`config.mk`:
```
export PLATFORM = sky130hd
export DESIGN_NAME = pos_mask_builder
export DESIGN_NICKNAME = d
export VERILOG_FILES = /design/src/rtl/pos_mask_builder.sv
export SDC_FILE = /design/constraint.sdc
export NUM_CORES = 1
export LEC_CHECK = 0
export ABC_CLOCK_PERIOD_IN_PS = 3240
export CORE_UTILIZATION = 45
export DETAILED_ROUTE_END_ITERATION = 6
export HOLD_SLACK_MARGIN = 0.15
export PLACE_DENSITY_LB_ADDON = 0.1
export SKIP_LAST_GASP = 1
export SYNTH_ARGS = -nofsm -noshare
export SYNTH_HDL_FRONTEND = slang
export SYNTH_SLANG_ARGS = --single-unit
```
`constraint.sdc`:
```
create_clock -name clk -period 3.24 [get_ports clk]
set_input_delay 0.486 -clock clk [delete_from_list [all_inputs] [get_ports clk]]
set_output_delay 0.486 -clock clk [all_outputs]
set_load 0.01 [all_outputs]
```
`src/rtl/pos_mask_builder.sv`:
```
// Accumulates a stream of bit-position indices into a bitmask and presents it with its popcount.
// Optional duplicate-index reporting (out_dup) is enabled by defining POS_MASK_DUP_EN.
module pos_mask_builder #(
  parameter int WIDTH = 8,
  parameter int POS_W = $clog2(WIDTH),
  parameter int CNT_W = $clog2(WIDTH + 1)
) (
  input  logic             clk,
  input  logic             rst_n,
  input  logic             in_valid,
  output logic             in_ready,
  input  logic [POS_W-1:0] in_pos,
  input  logic             in_last,
  output logic             out_valid,
  input  logic             out_ready,
  output logic [WIDTH-1:0] out_mask,
  output logic [CNT_W-1:0] out_count,
  output logic             out_oor
`ifdef POS_MASK_DUP_EN
  ,
  output logic             out_dup
`endif
);

  typedef enum logic {ACCUM, HOLD} state_t;

  function automatic logic pos_in_range(input logic [POS_W-1:0] p);
    return 32'(p) < WIDTH;
  endfunction

  function automatic logic [CNT_W-1:0] popcount(input logic [WIDTH-1:0] v);
    logic [CNT_W-1:0] c;
    c = '0;
    for (int i = 0; i < WIDTH; i++) c = c + CNT_W'(v[i]);
    return c;
  endfunction

  state_t           state_q, state_d;
  logic [WIDTH-1:0] acc_p0, acc_d;
  logic             oor_p0, oor_d;
  logic             vld_p1, vld_d;
  logic [WIDTH-1:0] mask_p1, mask_d;
  logic [CNT_W-1:0] cnt_p1, cnt_d;
  logic             oor_p1, oor1_d;
`ifdef POS_MASK_DUP_EN
  logic             dup_p0, dup_d;
  logic             dup_p1, dup1_d;
  logic             dup_new;
`endif

  logic             beat;
  logic             inr;
  logic [WIDTH-1:0] onehot;
  logic [WIDTH-1:0] acc_new;
  logic             oor_new;

  assign in_ready = (state_q == ACCUM) ? 1'b1 : out_ready;
  assign beat     = in_valid & in_ready;
  assign inr      = pos_in_range(in_pos);
  // Out-of-range shifts fall off the top, so onehot is zero for them.
  assign onehot   = WIDTH'(1) << in_pos;
  assign acc_new  = acc_p0 | onehot;
  assign oor_new  = oor_p0 | ~inr;
`ifdef POS_MASK_DUP_EN
  assign dup_new  = dup_p0 | (inr & |(acc_p0 & onehot));
`endif

  always_comb begin
    state_d = state_q;
    acc_d   = acc_p0;
    oor_d   = oor_p0;
    vld_d   = vld_p1;
    mask_d  = mask_p1;
    cnt_d   = cnt_p1;
    oor1_d  = oor_p1;
`ifdef POS_MASK_DUP_EN
    dup_d   = dup_p0;
    dup1_d  = dup_p1;
`endif
    // In HOLD acc_p0 is always zero, so a beat there naturally starts a fresh frame.
    if (beat) begin
      if (in_last) begin
        mask_d  = acc_new;
        cnt_d   = popcount(acc_new);
        oor1_d  = oor_new;
        vld_d   = 1'b1;
        acc_d   = '0;
        oor_d   = 1'b0;
        state_d = HOLD;
`ifdef POS_MASK_DUP_EN
        dup1_d  = dup_new;
        dup_d   = 1'b0;
`endif
      end else begin
        acc_d   = acc_new;
        oor_d   = oor_new;
        vld_d   = 1'b0;
        state_d = ACCUM;
`ifdef POS_MASK_DUP_EN
        dup_d   = dup_new;
`endif
      end
    end else if (state_q == HOLD && out_ready) begin
      vld_d   = 1'b0;
      state_d = ACCUM;
    end
  end

  // Stage boundary: frame accumulator (p0) and presented result (p1)
  always_ff @(posedge clk or negedge rst_n) begin
    if (!rst_n) begin
      state_q <= ACCUM;
      acc_p0  <= '0;
      oor_p0  <= 1'b0;
      vld_p1  <= 1'b0;
      mask_p1 <= '0;
      cnt_p1  <= '0;
      oor_p1  <= 1'b0;
`ifdef POS_MASK_DUP_EN
      dup_p0  <= 1'b0;
      dup_p1  <= 1'b0;
`endif
    end else begin
      state_q <= state_d;
      acc_p0  <= acc_d;
      oor_p0  <= oor_d;
      vld_p1  <= vld_d;
      mask_p1 <= mask_d;
      cnt_p1  <= cnt_d;
      oor_p1  <= oor1_d;
`ifdef POS_MASK_DUP_EN
      dup_p0  <= dup_d;
      dup_p1  <= dup1_d;
`endif
    end
  end

  assign out_valid = vld_p1;
  assign out_mask  = mask_p1;
  assign out_count = cnt_p1;
  assign out_oor   = oor_p1;
`ifdef POS_MASK_DUP_EN
  assign out_dup   = dup_p1;
`endif

endmodule

```
Word-level counts from Yosys, hierarchy flattened
Cells that the tools add are included.
{ "totals": {"register_bits": 21, "mem_count": 0, "rom_bits": 0, "latchBits": 0, "ram_bits": 0, "output_inout_bits": 15} }
{ "op_classes": {"mux": 5, "n_reduce_logical": 3, "shift": 1, "add_sub_neg": 7, "bitwise_logic": 2, "n_div": 0, "n_lt_le_gt_ge": 0, "n_eq_ne": 0, "mul": 0} }
{ "ops": {"columns": ["operator", "n"], "rows": [
  ["adder 4 x 1 -> 4 bit", 4],
  ["two-way mux 8 bit", 1],
  ["bitwise OR 8 bit", 1],
  ["left shift 1 x 3 -> 8 bit (first input constant)", 1],
  ["adder 3 x 1 -> 4 bit", 1],
  ["two-way mux 1 bit", 4],
  ["adder 2 x 1 -> 3 bit", 1],
  ["adder 1 x 1 -> 2 bit", 1],
  ["AND reduction 2 bit", 1],
  ["nonzero test 2 bit", 1],
  ["bitwise AND 1 bit", 1],
  ["logical AND 1 bit", 1]
]} }

Depth between registers and ports, before layout
{ "logic_depth": {"word_depth": 9, "ltp_mapped": 13, "ltp_nobuf": 13} }

Worst setup path before layout
No wires, ideal clock.
{ "synth_path": {"path_type": "input to register", "startpoint": "input port in_pos[0]", "endpoint": "register cnt_p1[2] (netlist: out_count[2])", "slack_ns": -0.130, "t_arrival_ns": 3.245, "cell_stages": 13, "setup_ns": 0.125, "required_time_ns": 3.115, "cell_sequence": "nor2b_1 -> a21oi_1 -> inv_1 -> fa_1 -> fa_1 -> inv_1 -> fa_1 -> inv_1 -> ha_1 -> inv_1 -> fa_1 -> xnor2_1 -> mux2_4"} }
{ "synth_via": {"elab_chain_len": 9} }
{ "synth_lines": {"columns": ["item", "line_no", "text"], "rows": [
  ["from (decl)", "12", "input logic [POS_W-1:0] in_pos,"],
  ["left shift 1 x 3 -> 8 bit", "61", "assign onehot = WIDTH'(1) << in_pos;"],
  ["bitwise OR 8 bit", "62", "assign acc_new = acc_p0 | onehot;"],
  ["via acc_new[1]", "54", "logic [WIDTH-1:0] acc_new;"],
  ["adder 1 x 1 -> 2 bit", "34", "for (int i = 0; i < WIDTH; i++) c = c + CNT_W'(v[i]);"],
  ["adder 2 x 1 -> 3 bit", "34", null],
  ["adder 3 x 1 -> 4 bit", "34", null],
  ["adder 4 x 1 -> 4 bit (4 in a row)", "34", null],
  ["to (signal assigned)", "129", "cnt_p1 <= cnt_d;"],
  ["to (decl)", "43", "logic [CNT_W-1:0] cnt_p1, cnt_d;"]
]} }
The timed path passes the listed nets, and every way through them passes these cells.
A chain may end at the register's enable or synchronous reset.

Worst setup path after layout
{ "layout_path": {"startpoint": "register acc_p0[3]", "endpoint": "register cnt_p1[2] (netlist: out_count[2])"} }
{ "layout_via": {"elab_chain_len": 6} }
{ "layout_lines": {"columns": ["item", "line_no", "text"], "rows": [
  ["from (decl)", "39", "logic [WIDTH-1:0] acc_p0, acc_d;"],
  ["from (signal assigned)", "113", "acc_p0 <= '0;"],
  ["from (signal assigned)", "125", "acc_p0 <= acc_d;"],
  ["bitwise OR 8 bit", "62", null],
  ["via acc_new[3]", "54", null],
  ["adder 3 x 1 -> 4 bit", "34", null],
  ["adder 4 x 1 -> 4 bit (4 in a row)", "34", null]
]} }
The timed path passes the listed nets, and every way through them passes these cells.

==> metrics.cfg <==
[global_route]
grt_pass1_vias = 814
grt_overflow = 0
grt_first_pass_wirelength_um = 3670
grt_usage_pct = 19.4
antenna_found_initial = 0
grt_max_degree = 22

[critical_path]
reg2reg_depth = 12
path_class = reg -> reg
cp-start-kind = flop
worst_setup_path_end_kind = flop
arrival_ps = 3470
reg2reg_slack_ps = -40
cp_max_fo = 2
required_ps = 3430
r2r_start = acc_p0[3]
r2r_end = out_count[2]

[power]
p_comb_share_pct = 35.6
pwr-share-clk_pct = 18.2
leakage_nw = 0.734
power_density_nw_per_um2 = 465
switching_power_uw = 200
peakVddDrop_mv = 0.397
power_uw = 686
p_seq_share_pct = 46.1
p_int_uw = 487
switching_share_pct = 29.1

[layout]
finish.instance_area_sq_um = 1480
antenna_cells = 0
post-route-util_pct = 65.4
area_growth_syn_to_layout_pct = 34.1
fin_cells = 160
final_cell_mix = dfrtp_1 (21), clkdlybuf4s50_1 (18), buf_4 (16), a21oi_1 (13), inv_1 (11)
mostFrequentLayoutCell = dfrtp_1
nNetsFinal = 148
drive_above_1_share_pct = 31.8

[logic_synthesis]
avgSynthCellArea_sq_um = 11.5
synthAdderAreaFrac_pct = 10.7
muxShareOfSynthArea_pct = 15.0
syn_nets = 111
yosys_register_bits = 21
synth_top_family_by_area = multiplexers
synth_compound_area_share_pct = 7.51
synth_cell_types = 21
yosys_warnings = 0
yosysSeqAreaShare_pct = 47.8
netlist_area_sq_um = 1100
netlist_instances = 96
synth_xor_xnor_area_share_pct = 0.796
synth-simple-area-share_pct = 9.22

[worst_hold_path]
hp-start = out_mask[0]
min_to = out_mask[0]
hp-class = reg -> reg
holdPathStages = 1

[timing]
finClkSkew_ps = 7.60
max_slew_margin_pct = 35.6
slew_violations = 0
max_clock_freq_ghz = 0.305
period_needed_ps = 3280
setup_viol = 1
worst_pin_slew_ps = 963
worst_slack_ps = -35.9
min_period_over_period_pct = 101
hold_viol = 0
rsz0062_at_grt = yes

[floorplanning]
start_util_pct = 48.8
core.rowCount = 17
dieHeight_um = 51.4
fp.coreArea_sq_um = 2250
die_w_um = 51.4
die-area_sq_um = 2650
io_pins = 23

[clock_network]
cts-htree-levels = 1
postCtsHoldBufs = 0
cts.sinks = 21
clock_path_buffers = 2
numCtsBuffers = 3
cts.root.buffer_cell = clkbuf_4
tritoncts = yes
cts.clk_slew.worst_paths_ps = 120
insertion_delay_ps = 300

[run]
drv_cap = 0

[drt]
firstDrtPassIters = 4
ant_nets = 0
wire_per_inst_um = 13.2
viasPerCell = 5.02
drtIter0Drc = 18
drc_errors = 0
drt_wl_total_um = 2110
vias = 803

[place]
dpl_cell_area_sq_um = 1400
port-buffer-count = 21
dp.cells = 152
pre_cts_slack_ps = -720
gp_congestion = 0.818
place_hpwl_um = 1450

[status]
status = finished with violations
failed_checks = negative setup slack

cells in the mapped netlist, drive strengths merged:
cell type | n | share of area [%]
nand2 | 2 | 0.91
mux2i | 3 | 2.7
xnor2 | 1 | 0.80
fa | 4 | 7.3
a21oi | 14 | 6.4
conb | 1 | 0.34
nand2b | 1 | 0.57
nor3 | 9 | 4.1
dfrtp | 21 | 48
a31oi | 2 | 1.1
nor2 | 2 | 0.68
nor2b | 4 | 3.0
mux2 | 9 | 12
ha | 3 | 3.4
inv | 15 | 5.1
buf | 5 | 3.5
worst max-delay path by stage:
stage                         start      endpoint  slack [ps]  depth (start not counted)
final                     acc_p0[3]  out_count[2]         -40                         12
after global routing      acc_p0[3]  out_count[2]        -160                         12
after CTS                 in_pos[2]  out_count[2]         -80                         14
after detailed placement  in_pos[2]  out_count[2]        -720                         14
after global placement    in_pos[2]  out_count[2]        -720                         14
after floorplan           in_pos[0]  out_count[2]         -40                         13
per-layer routing:
metal | share of wire [%] | GRT usage (%)
met4 | 0.80 | 5.41
met3 | 4.4 | 4.76
met1 | 46 | 24.3
met5 | 0 | 0
met2 | 49 | 33.1
metrics by stage:
| step | setup TNS (ps) | hold WS, ps |
|---|---|---|
| final | -35.9 | 523 |
| after global routing | -195 | 551 |
| after CTS | -75.2 | 529 |
| after detailed placement | -2150 | 493 |
| after global placement | -2120 | 496 |
| after floorplan | -39.7 | 190 |
kinds of logic after synthesis:
kind of cell | count (synthesis)
multiplexers | 12
XOR/XNOR | 1
adder cells (fa/ha/maj) | 7
AND/OR/NAND/NOR | 18
buffers and inverters | 20
other | 1
flip-flops | 21
AO/OA/AOI/OAI | 16
flip-flops by register name, indices dropped and copies added (netlist names):
register	flops
out_valid	1
out_mask	8
acc_p0	8
out_count	4
worst max-delay path: stages (launching register included):
cell	delay [ps]
dfrtp_1	430
a31oi_4	180
inv_2	70
fa_1	500
fa_1	500
inv_1	50
fa_1	440
inv_1	70
ha_2	180
inv_2	40
fa_2	330
xnor2_1	130
mux2_4	250
cell type report:
class                   instances  area (sq um)
flip-flops and latches         21           526
clock buffers                   4          26.3
well taps                      28          35.0
multi-input cells              55           510
repair buffers                 37           322
inverters                      15          56.3
fillers                       204           779
power by group through the flow:
stage | logic [mW] | registers, mW | clock network (mW)
CTS | 0.248 | 0.317 | 0.132
detailed placement | 0.235 | 0.321 | 0
finish | 0.245 | 0.317 | 0.125
global route | 0.271 | 0.321 | 0.143
global placement | 0.232 | 0.319 | 0
floorplan | 0.110 | 0.334 | 0
repair_timing:
| item | CTS | global route |
|---|---|---|
| buffers inserted | 3 | 1 |
| gates resized for setup | 19 | 1 |
| pin swaps | 4 | 3 |
| setup endpoints to repair | 4 | 2 |
Power figures use the tool's default switching activity.
